$ cat config.mk
export PLATFORM = sky130hd
export DESIGN_NAME = yolo_osif_axis
export DESIGN_NICKNAME = d
export VERILOG_FILES = /design/src/rtl/yolo_pkg.sv /design/src/rtl/yolo_beat_reg.sv /design/src/rtl/yolo_osif_axis.sv
export SDC_FILE = /design/constraint.sdc
export NUM_CORES = 1
export LEC_CHECK = 0
export CAP_MARGIN = 10
export CORE_AREA = 2 2 90 92
export CTS_CLUSTER_DIAMETER = 100
export DETAILED_ROUTE_END_ITERATION = 12
export DIE_AREA = 0 0 92 94
export PLACE_DENSITY = 0.72
export SYNTH_ARGS = -nofsm -noshare
export SYNTH_HDL_FRONTEND = slang
export SYNTH_SLANG_ARGS = --single-unit
$ cat constraint.sdc
create_clock -name clk -period 2.2 [get_ports clk]
set_input_delay 0.44 -clock clk [delete_from_list [all_inputs] [get_ports clk]]
set_output_delay 0.44 -clock clk [all_outputs]
set_load 0.03 [all_outputs]
$ cat src/rtl/yolo_pkg.sv
// Shared definitions for the FIFO-to-AXI4-Stream bridge: occupancy states and default widths.
`timescale 1ns/1ps
package yolo_pkg;
    localparam int TBITS_DEF = 32;
    localparam int TBYTE_DEF = 4;

    typedef enum logic [1:0] {
        IDLE = 2'd0,
        BUSY = 2'd1,
        FULL = 2'd2
    } state_t;
endpackage

$ cat src/rtl/yolo_beat_reg.sv
// One beat slot {data,strb,last,user}: loads on ld, clears asynchronously on rst low.
// Latency 1 cycle; no backpressure of its own.
`timescale 1ns/1ps
module yolo_beat_reg #(
    parameter int W = 38
) (
    input  logic         clk,
    input  logic         rst,
    input  logic         ld,
    input  logic [W-1:0] d,
    output logic [W-1:0] q
);
    always_ff @(posedge clk or negedge rst) begin
        if (!rst) begin
            q <= '0;
        end else if (ld) begin
            q <= d;
        end
    end
endmodule

$ cat src/rtl/yolo_osif_axis.sv
// FWFT FIFO to AXI4-Stream master through a main+skid register pair; 1 cycle pop-to-tvalid.
// Backpressure: pops stop only when both slots are full, so osif_read never depends on tready.
// Optional beat/packet counters when YOLO_OSIF_AXIS_STAT_EN is defined.
`timescale 1ns/1ps
module yolo_osif_axis
    import yolo_pkg::*;
#(
    parameter int TBITS = TBITS_DEF,
    parameter int TBYTE = TBYTE_DEF
) (
    input  logic             clk,
    input  logic             rst,
    input  logic [TBITS-1:0] osif_data_dout,
    input  logic [TBYTE-1:0] osif_strb_dout,
    input  logic             osif_last_dout,
    input  logic             osif_user_dout,
    input  logic             osif_empty_n,
    output logic             osif_read,
    output logic [TBITS-1:0] m_axis_tdata,
    output logic [TBYTE-1:0] m_axis_tstrb,
    output logic             m_axis_tlast,
    output logic             m_axis_tuser,
    output logic             m_axis_tvalid,
    input  logic             m_axis_tready
`ifdef YOLO_OSIF_AXIS_STAT_EN
    ,
    output logic [31:0]      stat_beat_cnt,
    output logic [15:0]      stat_pkt_cnt
`endif
);
    localparam int BW = TBITS + TBYTE + 2;

    state_t          state;
    state_t          state_nx;
    logic            rd;
    logic            acc;
    logic            ld_main;
    logic            ld_skid;
    logic            main_from_skid;
    logic [BW-1:0]   fifo_beat;
    logic [BW-1:0]   main_d;
    logic [BW-1:0]   main_q;
    logic [BW-1:0]   skid_q;

    assign fifo_beat = {osif_data_dout, osif_strb_dout, osif_last_dout, osif_user_dout};
    // rst gating keeps the FIFO untouched while the bridge is held in reset.
    assign rd        = osif_empty_n & rst & (state != FULL);
    assign osif_read = rd;
    assign m_axis_tvalid = (state == BUSY) || (state == FULL);
    assign acc       = m_axis_tvalid & m_axis_tready;
    assign main_d    = main_from_skid ? skid_q : fifo_beat;
    assign {m_axis_tdata, m_axis_tstrb, m_axis_tlast, m_axis_tuser} = main_q;

    always_ff @(posedge clk or negedge rst) begin
        if (!rst) begin
            state <= IDLE;
        end else begin
            state <= state_nx;
        end
    end

    always_comb begin
        state_nx       = state;
        ld_main        = 1'b0;
        ld_skid        = 1'b0;
        main_from_skid = 1'b0;
        case (state)
            IDLE: begin
                if (rd) begin
                    state_nx = BUSY;
                    ld_main  = 1'b1;
                end
            end
            BUSY: begin
                if (rd && acc) begin
                    ld_main = 1'b1;
                end else if (rd) begin
                    state_nx = FULL;
                    ld_skid  = 1'b1;
                end else if (acc) begin
                    state_nx = IDLE;
                end
            end
            FULL: begin
                if (acc) begin
                    state_nx       = BUSY;
                    ld_main        = 1'b1;
                    main_from_skid = 1'b1;
                end
            end
            default: state_nx = IDLE;
        endcase
    end

    yolo_beat_reg #(.W(BW)) u_main (
        .clk (clk),
        .rst (rst),
        .ld  (ld_main),
        .d   (main_d),
        .q   (main_q)
    );

    yolo_beat_reg #(.W(BW)) u_skid (
        .clk (clk),
        .rst (rst),
        .ld  (ld_skid),
        .d   (fifo_beat),
        .q   (skid_q)
    );

`ifdef YOLO_OSIF_AXIS_STAT_EN
    always_ff @(posedge clk or negedge rst) begin
        if (!rst) begin
            stat_beat_cnt <= '0;
            stat_pkt_cnt  <= '0;
        end else if (acc) begin
            stat_beat_cnt <= stat_beat_cnt + 32'd1;
            if (m_axis_tlast) begin
                stat_pkt_cnt <= stat_pkt_cnt + 16'd1;
            end
        end
    end
`endif
endmodule
==> flow_metrics.py, run 1 <==
metrics = {
    "worst_setup_path": {
        "crit_path_end_kind": "primary output",
        "start_kind": "flip-flop",
        "worstPathMaxFanout": 4,
        "cp.required_ps": 1760,
        "crit_arrival_ps": 1580,
        "crit_type": "flip-flop to primary output",
    },
    "timing": {
        "relSlewSlack": 0.578,
        "worst_pin_slew_ps": 633,
        "finalSetupViolCount": 0,
        "tns_ps": 0,
        "hold_violations": 0,
        "rsz0062_at_grt": "no",
        "period_needed_ps": 2020,
        "timing.final.crit_share": 0.917,
        "drv_slew": 0,
        "setup_ws_ps": 182,
        "finClkSkew_ps": 5.89,
        "max_freq_mhz": 495,
    },
    "grt": {
        "grt_pass1_vias": 2282,
        "grt_pass1_wl_um": 11100,
        "grt_max_degree": 77,
        "grtUsageTotal": 0.165,
        "grt-ovfl-total": 0,
        "antenna_found_initial": 0,
    },
    "yosys": {
        "synth-simple-area-share": 0.0577,
        "yosys_register_bits": 78,
        "mappedNetlistArea_um2": 3360,
        "synth_top_family_by_area": "multiplexers",
        "syn_area_per_cell_um2": 12.5,
        "synthMuxAreaShare": 0.244,
        "ys_seq_area_frac": 0.581,
        "syn_inst": 268,
        "synth_xor_area_frac": 0,
        "postSynthNetCount": 314,
        "synth_compound_area_frac": 0.0704,
        "synthAdderAreaFrac": 0.0149,
        "yosys_warnings": 0,
        "ys_types": 19,
    },
    "layout": {
        "multiInputGateArea_um2": 1320,
        "antenna_cells": 0,
        "area_delta_synth_final_pct": 36.7,
        "drive_gt1_frac": 0.186,
        "fin_nets": 396,
        "nFillCells": 620,
        "post-route-util": 0.604,
        "ff_latch_area_um2": 1950,
    },
    "cts": {
        "cts_tree": "built",
        "clock_latency_ps": 340,
        "cts_max_path_buffers": 2,
        "ctsHoldBuffers": 0,
        "ctsHtreeMaxLevel": 3,
        "cts.sinks": 78,
        "cts_buffers": 9,
        "path_clk_slew_ps": 80,
        "root_buffer": "clkbuf_8",
    },
    "routing": {
        "drtIter0Drc": 114,
        "via_per_inst": 4.90,
        "drtPass1Iterations": 4,
        "num_vias": 2241,
        "wirelength_um": 6630,
        "drc": 0,
        "wl_per_cell_um": 14.5,
        "ant_nets": 0,
    },
    "place": {
        "dpl.hpwl_um": 4220,
        "pre_cts_slack_ps": 58.2,
        "portBuffers": 81,
        "routabilityCongestion": 0.772,
    },
    "floorplanning": {
        "initial_core_util": 0.442,
        "die_w_um": 92,
        "die_area_um2": 8650,
        "fp-row-count": 32,
        "io_pins": 82,
        "die_y_um": 94,
        "core_um2": 7610,
    },
    "worst_hold_path": {
        "min_path_type": "input pin to asynchronous set/reset pin",
    },
    "job": {
        "drv_cap": 0,
    },
    "status": {
        "outcome": "finished clean",
    },
    "power_and_ir_drop": {
        "power_density_nw_per_um2": 1520,
        "peakVddDrop_v": 0.000875,
        "cellLeakagePower_uw": 0.00218,
    },
}
==> flip-flops by register name, summed over array words and instances, names as in the netlist <==
name	cells
u_main.q	38
u_skid.q	38
state	2
==> cell families after synthesis <==
kind of cell               count (synthesis)
AOI/OAI and AO/OA                         44
adders and majority gates                  4
buffers and inverters                     19
DFF                                       78
muxes                                     77
and+or+nand+nor                           46
==> path summary, 6_finish.rpt <==
kind	cells past startpoint	slack [ps]	end	from
setup / recovery	3	180	m_axis_tvalid	state[0]$_DFFE_PN0P_
hold / removal	2	140	u_skid.q[32]$_DFFE_PN0P_	rst
setup reg to reg	7	240	u_main.q[0]$_DFFE_PN0P_	state[0]$_DFFE_PN0P_
hold reg to reg	1	510	u_skid.q[22]$_DFFE_PN0P_	u_skid.q[22]$_DFFE_PN0P_
max in group asynchronous	3	1090	u_main.q[11]$_DFFE_PN0P_	rst
min in group clk	1	510	u_skid.q[22]$_DFFE_PN0P_	u_skid.q[22]$_DFFE_PN0P_
==> layout make-up <==
cell class | count | share of cell area
Timing Repair Buffer | 87 | 0.196
Inverter | 3 | 0.00245
Clock inverter | 6 | 0.0343
Clock buffer | 10 | 0.0278
Tap cell | 102 | 0.0278
Sequential cell | 78 | 0.425
Multi-Input combinational cell | 171 | 0.287
==> synthesized netlist by cell type <==
| master | number | area, µm² |
|---|---|---|
| ha_1 | 4 | 50.1 |
| buf_4 | 2 | 15.0 |
| nand2_1 | 3 | 11.3 |
| buf_2 | 12 | 60.1 |
| a221oi_2 | 1 | 15.0 |
| o22ai_1 | 1 | 6.26 |
| inv_1 | 2 | 7.51 |
| inv_2 | 1 | 3.75 |
| buf_6 | 2 | 22.5 |
| nor2_1 | 39 | 146 |
| o21bai_1 | 1 | 7.51 |
| mux2i_1 | 39 | 390 |
| a21oi_1 | 40 | 200 |
| o31ai_1 | 1 | 7.51 |
| nand3b_4 | 1 | 20.0 |
| dfrtp_1 | 78 | 1950 |
| mux2_2 | 38 | 428 |
| nand2b_1 | 1 | 6.26 |
| nand3_1 | 2 | 10.0 |
==> metal layers <==
metal / global-route usage / vias to the layer above / wire length [µm]
met3: 0.0393 / 9 / 333
met5: 0 / - / 0
met2: 0.252 / 53 / 2970
li1: - / 1098 / -
met1: 0.223 / 1081 / 3210
met4: 0.0784 / 0 / 112
==> critical path, cell delays in order (launching register included) <==
cell,delay (ps)
dfrtp_1,370
inv_1,90
ha_1,360
dlygate4sd2_1,420
==> placed cells by master, fill, tap and decap left out <==
cell,instances
clkbuf_1,1
ha_1,4
dfrtp_1,78
buf_12,4
clkdlybuf4s50_1,78
nand3_2,1
a21oi_1,40
a221oi_4,1
buf_4,4
o22ai_1,1
o21bai_1,1
dlygate4sd2_1,1
o31ai_1,1
nand3b_4,1
clkbuf_8,9
nand2b_1,1
nand3_1,1
nand2_1,2
mux2_2,38
mux2i_1,39
inv_1,2
inv_2,1
bufinv_16,5
nand2_2,1
clkinvlp_4,1
nor2_1,39
==> power breakdown <==
group | switching, µW | internal, µW | leakage [µW]
Clock | 505 | 984 | 0.000137
Sequential | 360 | 2150 | 0.000896
Combinational | 1600 | 1390 | 0.00115
Total | 2460 | 4520 | 0.00218
==> per-stage QoR <==
stage               std cells  instance area [µm²]  total power [µW]  hold WS, ps
finish                    457                 4590              6980          143
global route              457                 4590              7390          176
CTS                       457                 4590              7050          151
detailed placement        441                 4310              5550          492
global placement          441                 4310              5450          485
floorplan                 268                 3360              4400          144
==> timing repair <==
action                                  4_1_cts  5_1_grt
setup buffers                                 0        0
gates resized for setup                       1        0
endpoints found under the setup margin        1        0
(Power assumes the default switching activity.)
==> run 2, diff against run 1 <==
--- a/config.mk
+++ b/config.mk
@@ -11,6 +11,7 @@
 export DETAILED_ROUTE_END_ITERATION = 12
 export DIE_AREA = 0 0 92 94
 export PLACE_DENSITY = 0.72
+export RECOVER_POWER = 50
 export SYNTH_ARGS = -nofsm -noshare
 export SYNTH_HDL_FRONTEND = slang
 export SYNTH_SLANG_ARGS = --single-unit
==> run 2 against run 1 <==
  * Hold slack better by 130 ps
  * Sequential power about the same
  * Via count is the same
  * Total power shrank 1.0%
  * Critical path depth unchanged
  * Critical path type unchanged
==> flow_metrics.py, run 2 (synthesis gave the netlist of run 1 again) <==
metrics = {
    "worst_setup_path": {
        "crit_arrival_ps": 1580,
        "critical-path-max-stage-delay_ps": 420,
        "slowest_stage": "dlygate4sd2_1",
        "crit_path_end_kind": "primary output",
        "cp.required_ps": 1760,
        "rr_worst_depth": 7,
        "path_cells": "inv_1, ha_1, dlygate4sd2_1",
        "critical-path-top-delay-family": "buffers and inverters",
        "worstReg2RegEnd": "u_main.q[0]$_DFFE_PN0P_",
        "worst-path-buf-inv": 2,
        "start_kind": "flip-flop",
        "reg2reg_from": "state[0]$_DFFE_PN0P_",
        "crit_type": "flip-flop to primary output",
        "worstPathMaxFanout": 4,
        "r2r_slack_ps": 240,
    },
    "power_and_ir_drop": {
        "power_density_nw_per_um2": 1510,
        "cellLeakagePower_uw": 0.00216,
        "peakVddDrop_v": 0.000874,
    },
    "place": {
        "dp_cells": 441,
        "portBuffers": 81,
        "dpl.hpwl_um": 4220,
        "routabilityCongestion": 0.772,
        "pre_cts_slack_ps": 58.2,
    },
    "timing": {
        "relSlewSlack": 0.272,
        "hold_violations": 0,
        "worst_pin_slew_ps": 1090,
        "rsz0062_at_grt": "no",
        "setup_ws_ps": 181,
        "finClkSkew_ps": 5.61,
        "finalSetupViolCount": 0,
        "tns_ps": 0,
        "holdWs_ps": 271,
        "drv_slew": 0,
        "timing.final.crit_share": 0.918,
        "period_needed_ps": 2020,
        "max_freq_mhz": 495,
    },
    "layout": {
        "nFillCells": 621,
        "final_cell_mix": "dfrtp_1, clkdlybuf4s50_1, a21oi_1",
        "fin_nets": 396,
        "antenna_cells": 0,
        "top_regs": "u_main.q (38), u_skid.q (38), state (2)",
        "post-route-util": 0.603,
        "drive_gt1_frac": 0.183,
        "mostFrequentLayoutCell": "dfrtp_1",
        "finalNonFillerCells": 457,
        "area_delta_synth_final_pct": 36.5,
    },
    "grt": {
        "grt_pass1_vias": 2282,
        "antenna_found_initial": 0,
        "grt_max_degree": 77,
        "grt_pass1_wl_um": 11100,
        "grt-ovfl-total": 0,
        "grtUsageTotal": 0.165,
    },
    "floorplanning": {
        "fp-row-count": 32,
        "die_y_um": 94,
        "initial_core_util": 0.442,
        "die_w_um": 92,
        "core_um2": 7610,
        "die_area_um2": 8650,
        "io_pins": 82,
    },
    "routing": {
        "drtIter0Drc": 124,
        "wirelength_um": 6600,
        "wl_per_cell_um": 14.4,
        "num_vias": 2241,
        "via_per_inst": 4.90,
        "ant_nets": 0,
        "drtPass1Iterations": 4,
        "drc": 0,
    },
    "status": {
        "outcome": "finished clean",
    },
    "cts": {
        "root_buffer": "clkbuf_8",
        "cts.sinks": 78,
        "path_clk_slew_ps": 80,
        "cts_tree": "built",
        "clock_latency_ps": 340,
        "cts_setup_buffers": 0,
        "cts_max_path_buffers": 2,
        "cts_buffers": 9,
        "ctsHtreeMaxLevel": 3,
    },
    "worst_hold_path": {
        "min_path_type": "input pin to asynchronous set/reset pin",
    },
    "job": {
        "drv_cap": 0,
    },
}
==> run 2: stage by stage <==
stage,cell area [µm²],total power (µW)
2_1_floorplan,3360,4400
4_1_cts,4590,7050
6_report,4590,6910
3_5_place_dp,4310,5550
3_3_place_gp,4310,5450
5_1_grt,4590,7330
==> run 2: layer usage <==
layer	routed length, µm	share of wire	vias up	global-route usage
met5	0	0	-	0
met4	112	0.017	0	0.0784
met3	350	0.053	9	0.0393
met2	3010	0.46	55	0.252
met1	3130	0.47	1077	0.223
li1	-	-	1100	-
==> run 2: worst max path at each step <==
stage / startpoint / endpoint / cells past startpoint
after floorplan: state[0]$_DFFE_PN0P_ / u_main.q[0]$_DFFE_PN0P_ / 7
after global placement: m_axis_tready / u_main.q[11]$_DFFE_PN0P_ / 6
after detailed placement: m_axis_tready / u_main.q[0]$_DFFE_PN0P_ / 6
after CTS: state[0]$_DFFE_PN0P_ / osif_read / 5
after global routing: state[0]$_DFFE_PN0P_ / osif_read / 5
final: state[0]$_DFFE_PN0P_ / m_axis_tvalid / 3
==> run 2: where the power goes <==
group,leakage [µW],total [µW],internal (µW),switching (µW)
clock,0.000137,1490,984,507
combinational,0.00113,2920,1320,1590
sequential,0.000896,2500,2150,350
==> run 2: layout make-up <==
cell class / instances / area (µm²) / area share
repair buffers: 87 / 893 / 0.195
clock buffers: 10 / 128 / 0.0278
clock inverters: 6 / 158 / 0.0344
flip-flops and latches: 78 / 1950 / 0.426
multi-input cells: 171 / 1320 / 0.287
inverters: 3 / 11.3 / 0.00245
well taps: 102 / 128 / 0.0278
==> run 2: timing repair <==
item,in CTS,in global routing
gates resized for setup,1,0
endpoints found under the setup margin,1,0
hold buffers,0,0
==> run 3, diff against run 2 <==
--- a/config.mk
+++ b/config.mk
@@ -5,7 +5,7 @@
 export SDC_FILE = /design/constraint.sdc
 export NUM_CORES = 1
 export LEC_CHECK = 0
-export CAP_MARGIN = 10
+export CAP_MARGIN = 20
 export CORE_AREA = 2 2 90 92
 export CTS_CLUSTER_DIAMETER = 100
 export DETAILED_ROUTE_END_ITERATION = 12
==> results of run 3 <==
No change in the layout: final DEF, timing and power equal those of run 2.
